--- src/rtl/nn_move_commit.sv ---
// rtl/nn_move_commit.sv - resolves a column move to a board RAM write; optional MOVE_COMMIT_FALLBACK_EN column search
module nn_move_commit #(
    parameter int ROWS          = 6,
    parameter int COLS          = 7,
    parameter int ADDRESS_WIDTH = 8,
    parameter int DATA_WIDTH    = 32,
    parameter int BASE_ADDR     = 0,
    parameter int AI_CODE       = 2,
    parameter int HUMAN_CODE    = 1
) (
    input  logic                     clk,
    input  logic                     reset,
    input  logic                     new_game,
    input  logic                     move_valid,
    input  logic [2:0]               move_col,
    input  logic                     move_is_ai,
    output logic                     busy,
    output logic                     mem_we,
    output logic [ADDRESS_WIDTH-1:0] mem_addr,
    output logic [DATA_WIDTH-1:0]    mem_wdata,
    output logic                     done,
    output logic                     error,
    output logic [2:0]               placed_row,
    output logic [2:0]               placed_col,
    output logic [5:0]               move_count,
    output logic                     board_full
);

    localparam int HW = $clog2(ROWS + 1);
    localparam logic [HW-1:0]            ROWS_H   = HW'(ROWS);
    localparam logic [2:0]               COLS_C   = 3'(COLS);
    localparam logic [2:0]               LAST_COL = 3'(COLS - 1);
    localparam logic [5:0]               TOTAL    = 6'(ROWS * COLS);
    localparam logic [ADDRESS_WIDTH-1:0] BASE_A   = ADDRESS_WIDTH'(BASE_ADDR);
    localparam logic [ADDRESS_WIDTH-1:0] COLS_A   = ADDRESS_WIDTH'(COLS);
    localparam logic [DATA_WIDTH-1:0]    AI_D     = DATA_WIDTH'(AI_CODE);
    localparam logic [DATA_WIDTH-1:0]    HUMAN_D  = DATA_WIDTH'(HUMAN_CODE);

    localparam logic [2:0] S_IDLE   = 3'd0;
    localparam logic [2:0] S_CHECK  = 3'd1;
`ifdef MOVE_COMMIT_FALLBACK_EN
    localparam logic [2:0] S_SEARCH = 3'd2;
    localparam logic [2:0] LAST_PROBE = 3'(COLS - 2);
`endif
    localparam logic [2:0] S_WRITE  = 3'd3;
    localparam logic [2:0] S_FINISH = 3'd4;

    logic [2:0]    state;
    logic [2:0]    cur_col;
    logic          cur_ai;
    logic          reject;
    logic [HW-1:0] heights [COLS];
    logic [HW-1:0] cur_height;
    logic          col_open;
    logic [2:0]    next_col;
`ifdef MOVE_COMMIT_FALLBACK_EN
    logic [2:0]    probe_cnt;
`endif

    // Out-of-range columns read as full so they can never be selected.
    always_comb begin
        cur_height = ROWS_H;
        if (cur_col < COLS_C) begin
            cur_height = heights[cur_col];
        end
        col_open = (cur_height < ROWS_H);
        next_col = (cur_col == LAST_COL) ? 3'd0 : cur_col + 3'd1;
    end

    always_ff @(posedge clk) begin
        if (reset || new_game) begin
            state      <= S_IDLE;
            cur_col    <= '0;
            cur_ai     <= 1'b0;
            reject     <= 1'b0;
            move_count <= '0;
            board_full <= 1'b0;
            placed_row <= '0;
            placed_col <= '0;
            for (int i = 0; i < COLS; i++) begin
                heights[i] <= '0;
            end
`ifdef MOVE_COMMIT_FALLBACK_EN
            probe_cnt  <= '0;
`endif
        end else begin
            case (state)
                S_IDLE: begin
                    if (move_valid) begin
                        cur_col <= move_col;
                        cur_ai  <= move_is_ai;
                        reject  <= 1'b0;
                        state   <= S_CHECK;
                    end
                end
                // Rejected moves still pass through WRITE (strobe suppressed)
                // so done and error share the same latency.
                S_CHECK: begin
                    state <= S_WRITE;
                    if (cur_col >= COLS_C || board_full) begin
                        reject <= 1'b1;
                    end else if (!col_open) begin
`ifdef MOVE_COMMIT_FALLBACK_EN
                        cur_col   <= next_col;
                        probe_cnt <= '0;
                        state     <= S_SEARCH;
`else
                        reject    <= 1'b1;
`endif
                    end
                end
`ifdef MOVE_COMMIT_FALLBACK_EN
                S_SEARCH: begin
                    if (col_open) begin
                        state <= S_WRITE;
                    end else if (probe_cnt == LAST_PROBE) begin
                        reject <= 1'b1;
                        state  <= S_WRITE;
                    end else begin
                        cur_col   <= next_col;
                        probe_cnt <= probe_cnt + 3'd1;
                    end
                end
`endif
                S_WRITE: begin
                    if (!reject) begin
                        if (col_open) begin
                            heights[cur_col] <= cur_height + 1'b1;
                        end
                        if (move_count < TOTAL) begin
                            move_count <= move_count + 6'd1;
                        end
                        board_full <= (move_count >= TOTAL - 6'd1);
                        placed_row <= 3'(cur_height);
                        placed_col <= cur_col;
                    end
                    state <= S_FINISH;
                end
                S_FINISH: state <= S_IDLE;
                default:  state <= S_IDLE;
            endcase
        end
    end

    always_comb begin
        busy      = (state != S_IDLE);
        mem_we    = (state == S_WRITE) && !reject;
        mem_addr  = '0;
        mem_wdata = '0;
        if (mem_we) begin
            mem_addr  = BASE_A + ADDRESS_WIDTH'(cur_height) * COLS_A + ADDRESS_WIDTH'(cur_col);
            mem_wdata = cur_ai ? AI_D : HUMAN_D;
        end
        done  = (state == S_FINISH) && !reject;
        error = (state == S_FINISH) && reject;
    end

endmodule
--- config.mk ---
export PLATFORM = sky130hd
export DESIGN_NAME = nn_move_commit
export DESIGN_NICKNAME = d
export VERILOG_FILES = /design/src/rtl/nn_move_commit.sv
export SDC_FILE = /design/constraint.sdc
export NUM_CORES = 1
export LEC_CHECK = 0
export CAP_MARGIN = 0
export CORE_AREA = 8 8 85 87
export CTS_CLUSTER_DIAMETER = 120
export CTS_CLUSTER_SIZE = 10
export DETAILED_ROUTE_END_ITERATION = 16
export DIE_AREA = 0 0 93 95
export PLACE_DENSITY = 0.77
export SYNTH_ARGS = -nofsm -noshare
export SYNTH_HDL_FRONTEND = slang
export SYNTH_SLANG_ARGS = --single-unit
--- constraint.sdc ---
create_clock -name clk -period 5.55 [get_ports clk]
set_clock_uncertainty 0.05 [all_clocks]
set_input_delay 1.665 -clock clk [delete_from_list [all_inputs] [get_ports clk]]
set_output_delay 1.665 -clock clk [all_outputs]
set_load 0.005 [all_outputs]
Word-level counts from Yosys, hierarchy flattened. Memory sizes are Yosys's and may differ from the RTL's. A register that Yosys moved wholly into a read port is not among the register bits. Index checks and enable logic that the tools add are counted.

Flip-flop bits (word level): 21. RAM bits: 21. Input port bits: 8. Output and inout bits: 57. Logic and storage cells: 60. Memories kept: 1.

Add/sub/neg operators: 3. Multiply operators: 1. Magnitude comparators: 5. Eq/ne operators: 5. Muxes and demuxes: 22. Bitwise gates (word level): 1. Reduce and logical (&&, ||, !) cells: 14.

Memories: heights (words 7, width 3, rd ports 1, clocked after Yosys merged registers in 1, write ports 7, line 52) `logic [HW-1:0] heights [COLS];`.

Operators with widths (count): two-way mux 3 bit (6); two-way mux 1 bit (11); one-hot mux 3 bit (3 select lines) (1); adder 6 x 3 -> 7 bit (1); two-way mux 7 bit (1); adder 6 x 1 -> 6 bit (second input constant) (1); >= comparator 6 bit (second input constant) (1); < comparator 3 bit (second input constant) (2); < comparator 6 bit (second input constant) (1); multiplier 3 x 3 -> 6 bit (second input constant) (1); AND reduction 3 bit (2); two-way mux 2 bit (2); AND reduction 2 bit (2); adder 3 x 1 -> 3 bit (second input constant) (1); equality test 3 x 1 -> 1 bit (second input constant) (1); equality test 3 x 2 -> 1 bit (second input constant) (1); equality test 3 bit (second input constant) (1); >= comparator 3 bit (second input constant) (1); logical AND 1 bit (3); logical NOT 3 bit (1); != test 3 bit (second input constant) (1); nonzero test 3 bit (1); OR reduction 3 bit (1); logical OR 1 bit (2); other kinds (5) (5).

Logic depth before layout (Yosys ltp). Gate-level depths: netlist (run 1).

Depth after elaboration: 10. Depth in mapped cells: 14. Depth with buffers taken out: 13.

Worst setup path before layout (run 1). OpenSTA, ideal clock, no wires.

Path type: reg2out. Start: reg (tool-made name). End: out mem_addr[5]. Arrival time: 3.402 ns. Required time: 3.835 ns. Path slack: 0.433 ns. Cell stages (with the launch flop): 13. Buffers on the path: 1. Path through: dfxtp_1 -> buf_6 -> mux4_1 -> nor2b_1 -> a211oi_2 -> inv_1 -> fa_1 -> fa_1 -> fa_1 -> nor2b_1 -> o21ai_0 -> nor3b_1 -> nor3_1.

RTL lines: to (decl) (line 19) `output logic [ADDRESS_WIDTH-1:0] mem_addr,`.

==> results.txt, run 1 <==
Critical path, cell by cell -> mux4_2, nor2b_4, a211oi_2, inv_1, fa_1, fa_1, buf_4, fa_2, nor2b_2, o21ai_2, nor3b_1, nor3_1, buf_2
CP most frequent cell -> fa_1
VDD IR max -> 0.1690 mV
Initial core utilization -> 48.52%
Grt total ovfl -> 0
Initial antenna violation count -> 0
DR vias -> 2096
Layout cells sized above 1 -> 17.52%
Pwr Density -> 204.4 mW/mm²
CTS root buf -> clkbuf_8
First-pass GRT wire length -> 9.811 mm
Hold-fix buffers, CTS -> 0
Slowest CP cell -> fa_1
Flop2flop setup slack -> 2.17 ns
Max incr delay on CP -> 0.55 ns
Unrepaired setup endpoints after global routing -> true
CP arrival -> 3.82 ns
Die X-Extent -> 93 µm
# diodes -> 0
Longest Clk Path Bufs -> 2
Top cells by area, synth -> edfxtp_1 (22%), dfxtp_1 (19%), buf_4 (8.2%)
Commonest non-fill, non-tap cell in the layout -> conb_1
Final Critical Period -> 5.531 ns
Status -> completed
Main synth FF type -> dfxtp_1
Post-Syn Area per Cell -> 9.970 µm²
WHS -> 0.4126 ns
Pleak -> 0.001346 µW
Pins Over Slew Limit -> 0
Vias in the first global route -> 1999
Area post-placement -> 0.003179 mm²
DR iter-0 viols -> 118
H-tree depth -> 2
Vert. Die Dim -> 95 µm
DRT Wirelength -> 6.249 mm
Crit path required time -> 3.84 ns
Final worst-path cycle share -> 99.66%
Fmax achieved -> 180.8 MHz
Worst Tran Pin Value -> 0.9868 ns
Mapped cell area -> 0.002821 mm²
CP Capture Type -> output pin
CP Capture Point -> mem_addr[5]
Antenna Nets Post-Route -> 0
R2R Path End -> heights[3][1]
Clk sink count -> 48
Wirelength per Cell -> 15.39 µm
Layout Nets -> 356
Pin count of the biggest net entering global routing -> 26
Final instance area -> 0.003342 mm²
Core area -> 0.005816 mm²
Area growth syn-to-layout -> 18.45%
Yosys top cell area share -> 22.35%
Max_cap viols -> 0
Worst-path clk slew -> 0.08 ns
Synthesis Warnings -> 0
Num CTS Buffers -> 5
Drt drc -> 0
Final Hold Vio Count -> 0
Detailed Routing Iterations Pass 1 -> 4
CTS tree -> done
Synth Register Bits -> 48
Skew-Pair Late Insertion Delay -> 0.30 ns
DP Wirelength -> 4.696 mm
Type of origin of the critical path -> register
GRT Overall Usage -> 13.99%
Post-synth ARST share -> 0%
Worst Path Max Fanout -> 3
Die area -> 0.008835 mm²
Commonest non-fill, non-tap cells in the layout -> conb_1 (31), clkdlybuf4s50_1 (28), dfxtp_1 (26), nor2_1 (24)
Io pins -> 65
Post-synth EDFFs -> 21
Num rows -> 28
Post-Synthesis Cells -> 283
Slew margin rel. -> 33.97%
Register-to-Register Path Depth -> 11
Area leader, netlist -> edfxtp_1
Final setup vio count -> 0
Count of cell types in the netlist -> 49
Sequential share of the synthesized area -> 41.51%
GPL Wtd Cong -> 0.8727
Port Buffers -> 33
Kind of critical path -> register to output pin
Vias per std cell -> 5.163
Worst Hold Class -> register to register
-- layout make-up --
cell class / instances / area [µm²]
clock buffers: 7 / 86.33
clock inverters: 1 / 8.758
fillers: 521 / 2474
inverters: 16 / 60.06
multi-input cells: 206 / 1451
flip-flops and latches: 48 / 1175
well taps: 75 / 93.84
repair buffers: 53 / 466.7
-- sequential cells by signal (all words and copies together), names as in the netlist, named ones only --
register,flops
move_count,6
reject,1
placed_col,3
board_full,1
heights,24
state,3
cur_ai,1
placed_row,3
cur_col,3
-- cells by family after synthesis --
kind of cell	after synthesis	share of synthesized area (%)
AOI/OAI and AO/OA	40	9.046
xor gates and xnor gates	2	0.6210
adders and majority gates	18	9.047
buffers and inverters	59	12.46
DFF	48	41.51
muxes	11	6.652
other	1	0.1329
and+or+nand+nor	104	20.53
-- repair_timing --
item                                   4_1_cts  5_1_grt
pin swaps                                    4        7
endpoints found under the hold margin        0        0
resized for setup                           20       16
setup buffers                                4        1
setup endpoints to repair                    5        5
-- worst min path at each step --
stage                  start            end  slack (ns)  cells past startpoint
2_1_floorplan  heights[6][0]  heights[6][0]        0.39                      2
3_3_place_gp   placed_col[0]  placed_col[0]        0.39                      2
3_5_place_dp   placed_col[0]  placed_col[0]        0.40                      2
4_1_cts        placed_col[0]  placed_col[0]        0.41                      2
5_1_grt        placed_col[0]  placed_col[0]        0.43                      2
6_report       placed_col[1]  placed_col[1]        0.41                      2
-- where the power goes --
group	internal, µW	switching, µW	leakage, µW	total, µW
combinational	40.7	47.4	0.000849	88.1
sequential	374	5.55	0.000448	380
clock	102	113	0.0000484	215
total	517	166	0.00135	683
-- synth_stat cells (all sizes together), types with 2 or more instances --
cell and n:
a211oi 2, a21o 2, a21oi 16, and2 3, and3 3, buf 37
clkbuf 6, dfxtp 27, edfxtp 21, fa 4, ha 14, inv 16
mux2i 6, mux4 5, nand2 21, nand2b 4, nand3 6, nor2 25
nor2b 4, nor3 16, nor4 2, nor4b 3, nor4bb 2, o21a 4
o21ai 10, o31ai 3, or2 3, or3 5, xnor2 2
-- worst max-delay path, delay by kind of cell (launching register included) --
family / cells / cell delay, ns
flops: 1 / 0.38
compound gates: 2 / 0.32
fa+ha+maj: 3 / 1.33
mux: 1 / 0.50
buf+inv: 3 / 0.41
simple gates: 4 / 0.58
-- metal layers --
metal	vias up	global-route usage, %	part of all wire [%]
met4	0	5.369	1.5
met3	7	3.095	6.7
met2	70	25.56	51
met5	-	0	0
met1	1003	15.48	41
li1	1016	-	-
-- stage by stage --
step                cells  setup slack (ns)  TNS [ns]  power [µW]  utilization [%]
floorplan             313            0.4326         0       451.1                -
global route          406           -0.1047   -0.1450       709.2            57.47
global placement      393          -0.09691   -0.2244       461.8            54.67
detailed placement    393           -0.1780   -0.5048       463.8            54.67
CTS                   405          -0.04787  -0.04787       684.1            56.67
finish                406           0.01907         0       683.2            57.47
No activity file was read; power rests on OpenSTA's default activity.
==> run 2: changes to the inputs <==
- CORE_AREA: 8 8 85 87 -> 10 10 87 89
- DIE_AREA: 0 0 93 95 -> 0 0 97 99
==> run 2 against run 1 <==
The flow now finishes with violations (negative setup slack). Clock power increased by 12%. Count of clock-buffer cells in the layout decreased by 1. Flip-flop and latch count unchanged. Non-clock buffer count increased by 7. Global-route usage decreased by 0.56 points. Sequential share of layout area decreased by 0.89 points. Design area increased by 2.6%. Via count increased by 4.8%. Final cell count increased by 1.7%. Critical path depth unchanged. Core utilization increased by 1.1 points. Routed wire length increased by 10%.
==> results.txt, run 2 (synthesis results as in run 1) <==
Status -> complete, but fails checks
Failing checks -> negative setup slack
Max reg flops -> 24
Final WS setup -> -0.004881 ns
Skew-Pair Late Insertion Delay -> 0.31 ns
Crit path required time -> 3.84 ns
Register cell area after layout -> 0.001175 mm²
Sw Pwr -> 181.5 µW
Die X-Extent -> 97 µm
Final Hold Vio Count -> 0
Pin count of the biggest net entering global routing -> 26
Multi-input combinational cell area -> 0.001474 mm²
GRT Overall Usage -> 13.43%
Area growth syn-to-layout -> 21.51%
DP Wirelength -> 5.021 mm
Fmax achieved -> 180.0 MHz
DR iter-0 viols -> 172
Antenna Nets Post-Route -> 0
Io pins -> 65
Commonest non-fill, non-tap cells in the layout -> conb_1 (31), clkdlybuf4s50_1 (28), dfxtp_1 (26), buf_4 (26), nor2_1 (25)
WHS -> 0.4177 ns
Grt total ovfl -> 0
DR vias -> 2196
Final worst-path cycle share -> 100.1%
Max_cap viols -> 0
Top flop regs -> heights x24, move_count x6
Pins Over Slew Limit -> 0
Unrepaired setup endpoints after global routing -> true
Clock Power Share -> 33.4%
Hold-fix buffers, CTS -> 0
Num rows -> 28
Type of origin of the critical path -> register
Logic pwr share -> 13.6%
Part of the power in registers -> 53.0%
Detailed Routing Iterations Pass 1 -> 6
Final Critical Period -> 5.555 ns
Final setup vio count -> 1
DRT Wirelength -> 6.896 mm
Fill count -> 490
GPL Wtd Cong -> 0.8674
Initial core utilization -> 48.22%
Num CTS Buffers -> 5
Commonest non-fill, non-tap cell in the layout -> conb_1
Initial antenna violation count -> 0
Final instance area -> 0.003428 mm²
CP arrival -> 3.84 ns
CP Capture Type -> output pin
Die area -> 0.009603 mm²
Pleak -> 0.001388 µW
CTS tree -> done
Longest Clk Path Bufs -> 2
Layout Nets -> 363
# diodes -> 0
Total power draw -> 718.1 µW
Worst Path Max Fanout -> 2
Clk sink count -> 48
Worst Hold Class -> register to register
Largest Register -> heights
Area post-placement -> 0.003172 mm²
Slew margin rel. -> 31.13%
Pwr Density -> 209.5 mW/mm²
First-pass GRT wire length -> 10.83 mm
Layout cells sized above 1 -> 19.82%
Kind of critical path -> register to output pin
H-tree depth -> 2
Internal power -> 536.6 µW
Worst Tran Pin Value -> 1.029 ns
Drt drc -> 0
Pre-CTS setup slack -> -0.1842 ns
CTS root buf -> clkbuf_8
Wirelength per Cell -> 16.70 µm
Vert. Die Dim -> 99 µm
Setup_tns -> -0.004881 ns
Switching Share -> 25.27%
Port Buffers -> 33
Worst-path clk slew -> 0.09 ns
VDD IR max -> 0.1530 mV
Vias in the first global route -> 2243
Core area -> 0.005851 mm²
Vias per std cell -> 5.317
==> run 2: stage by stage <==
step                      util, %  instances
after detailed placement    54.21        392
final                       58.60        413
after global routing        58.60        413
after floorplan                 -        313
after CTS                   57.51        411
after global placement      54.21        392
==> run 2: worst max-delay path, stage by stage (launching register included) <==
cell      delay, ns
edfxtp_1       0.43
mux4_2         0.47
nor2b_4        0.14
a211oi_2       0.27
inv_1          0.11
fa_1           0.52
fa_1           0.44
buf_4          0.16
fa_2           0.36
nor2b_4        0.14
o21ai_2        0.07
nor3b_2        0.16
nor3_2         0.14
buf_2          0.14
==> run 2: power by group through the flow <==
| stage | Combinational (µW) | Clock [µW] | Sequential [µW] |
|---|---|---|---|
| after floorplan | 66.1 | 0 | 385 |
| after detailed placement | 76.2 | 0 | 389 |
| after CTS | 88.5 | 237 | 381 |
| after global placement | 73.7 | 0 | 388 |
| final | 97.8 | 240 | 381 |
| after global routing | 106 | 253 | 381 |
==> run 2: cell type report <==
class,count,share of cell area [%]
Clock buffer,6,2.737
Clock inverter,2,0.3650
Inverter,16,1.752
Multi-Input combinational cell,206,42.99
Sequential cell,48,34.27
Tap cell,75,2.737
Timing Repair Buffer,60,15.15
==> run 2: worst paths after layout <==
| check | startpoint | to | slack (ns) | cells past startpoint |
|---|---|---|---|---|
| worst max-delay path | heights[2][1] | mem_addr[5] | -0.005 | 13 |
| worst min-delay path | placed_col[1] | placed_col[1] | 0.42 | 2 |
| worst max register to register | heights[2][1] | heights[3][1] | 2.10 | 11 |
| worst min register to register | placed_col[1] | placed_col[1] | 0.42 | 2 |
==> run 2: metal layers <==
layer / part of all wire, % / wire length, µm / GRT usage [%]
met3: 8.6 / 591 / 4.120
met2: 49 / 3402 / 22.89
met1: 39 / 2669 / 14.80
met5: 0 / 0 / 0
met4: 3.4 / 232 / 6.924
==> run 2: timing repair <==
action,CTS,global route
buffers inserted,11,2
resized for setup,26,15
pin swaps,7,11
endpoints found under the setup margin,5,5
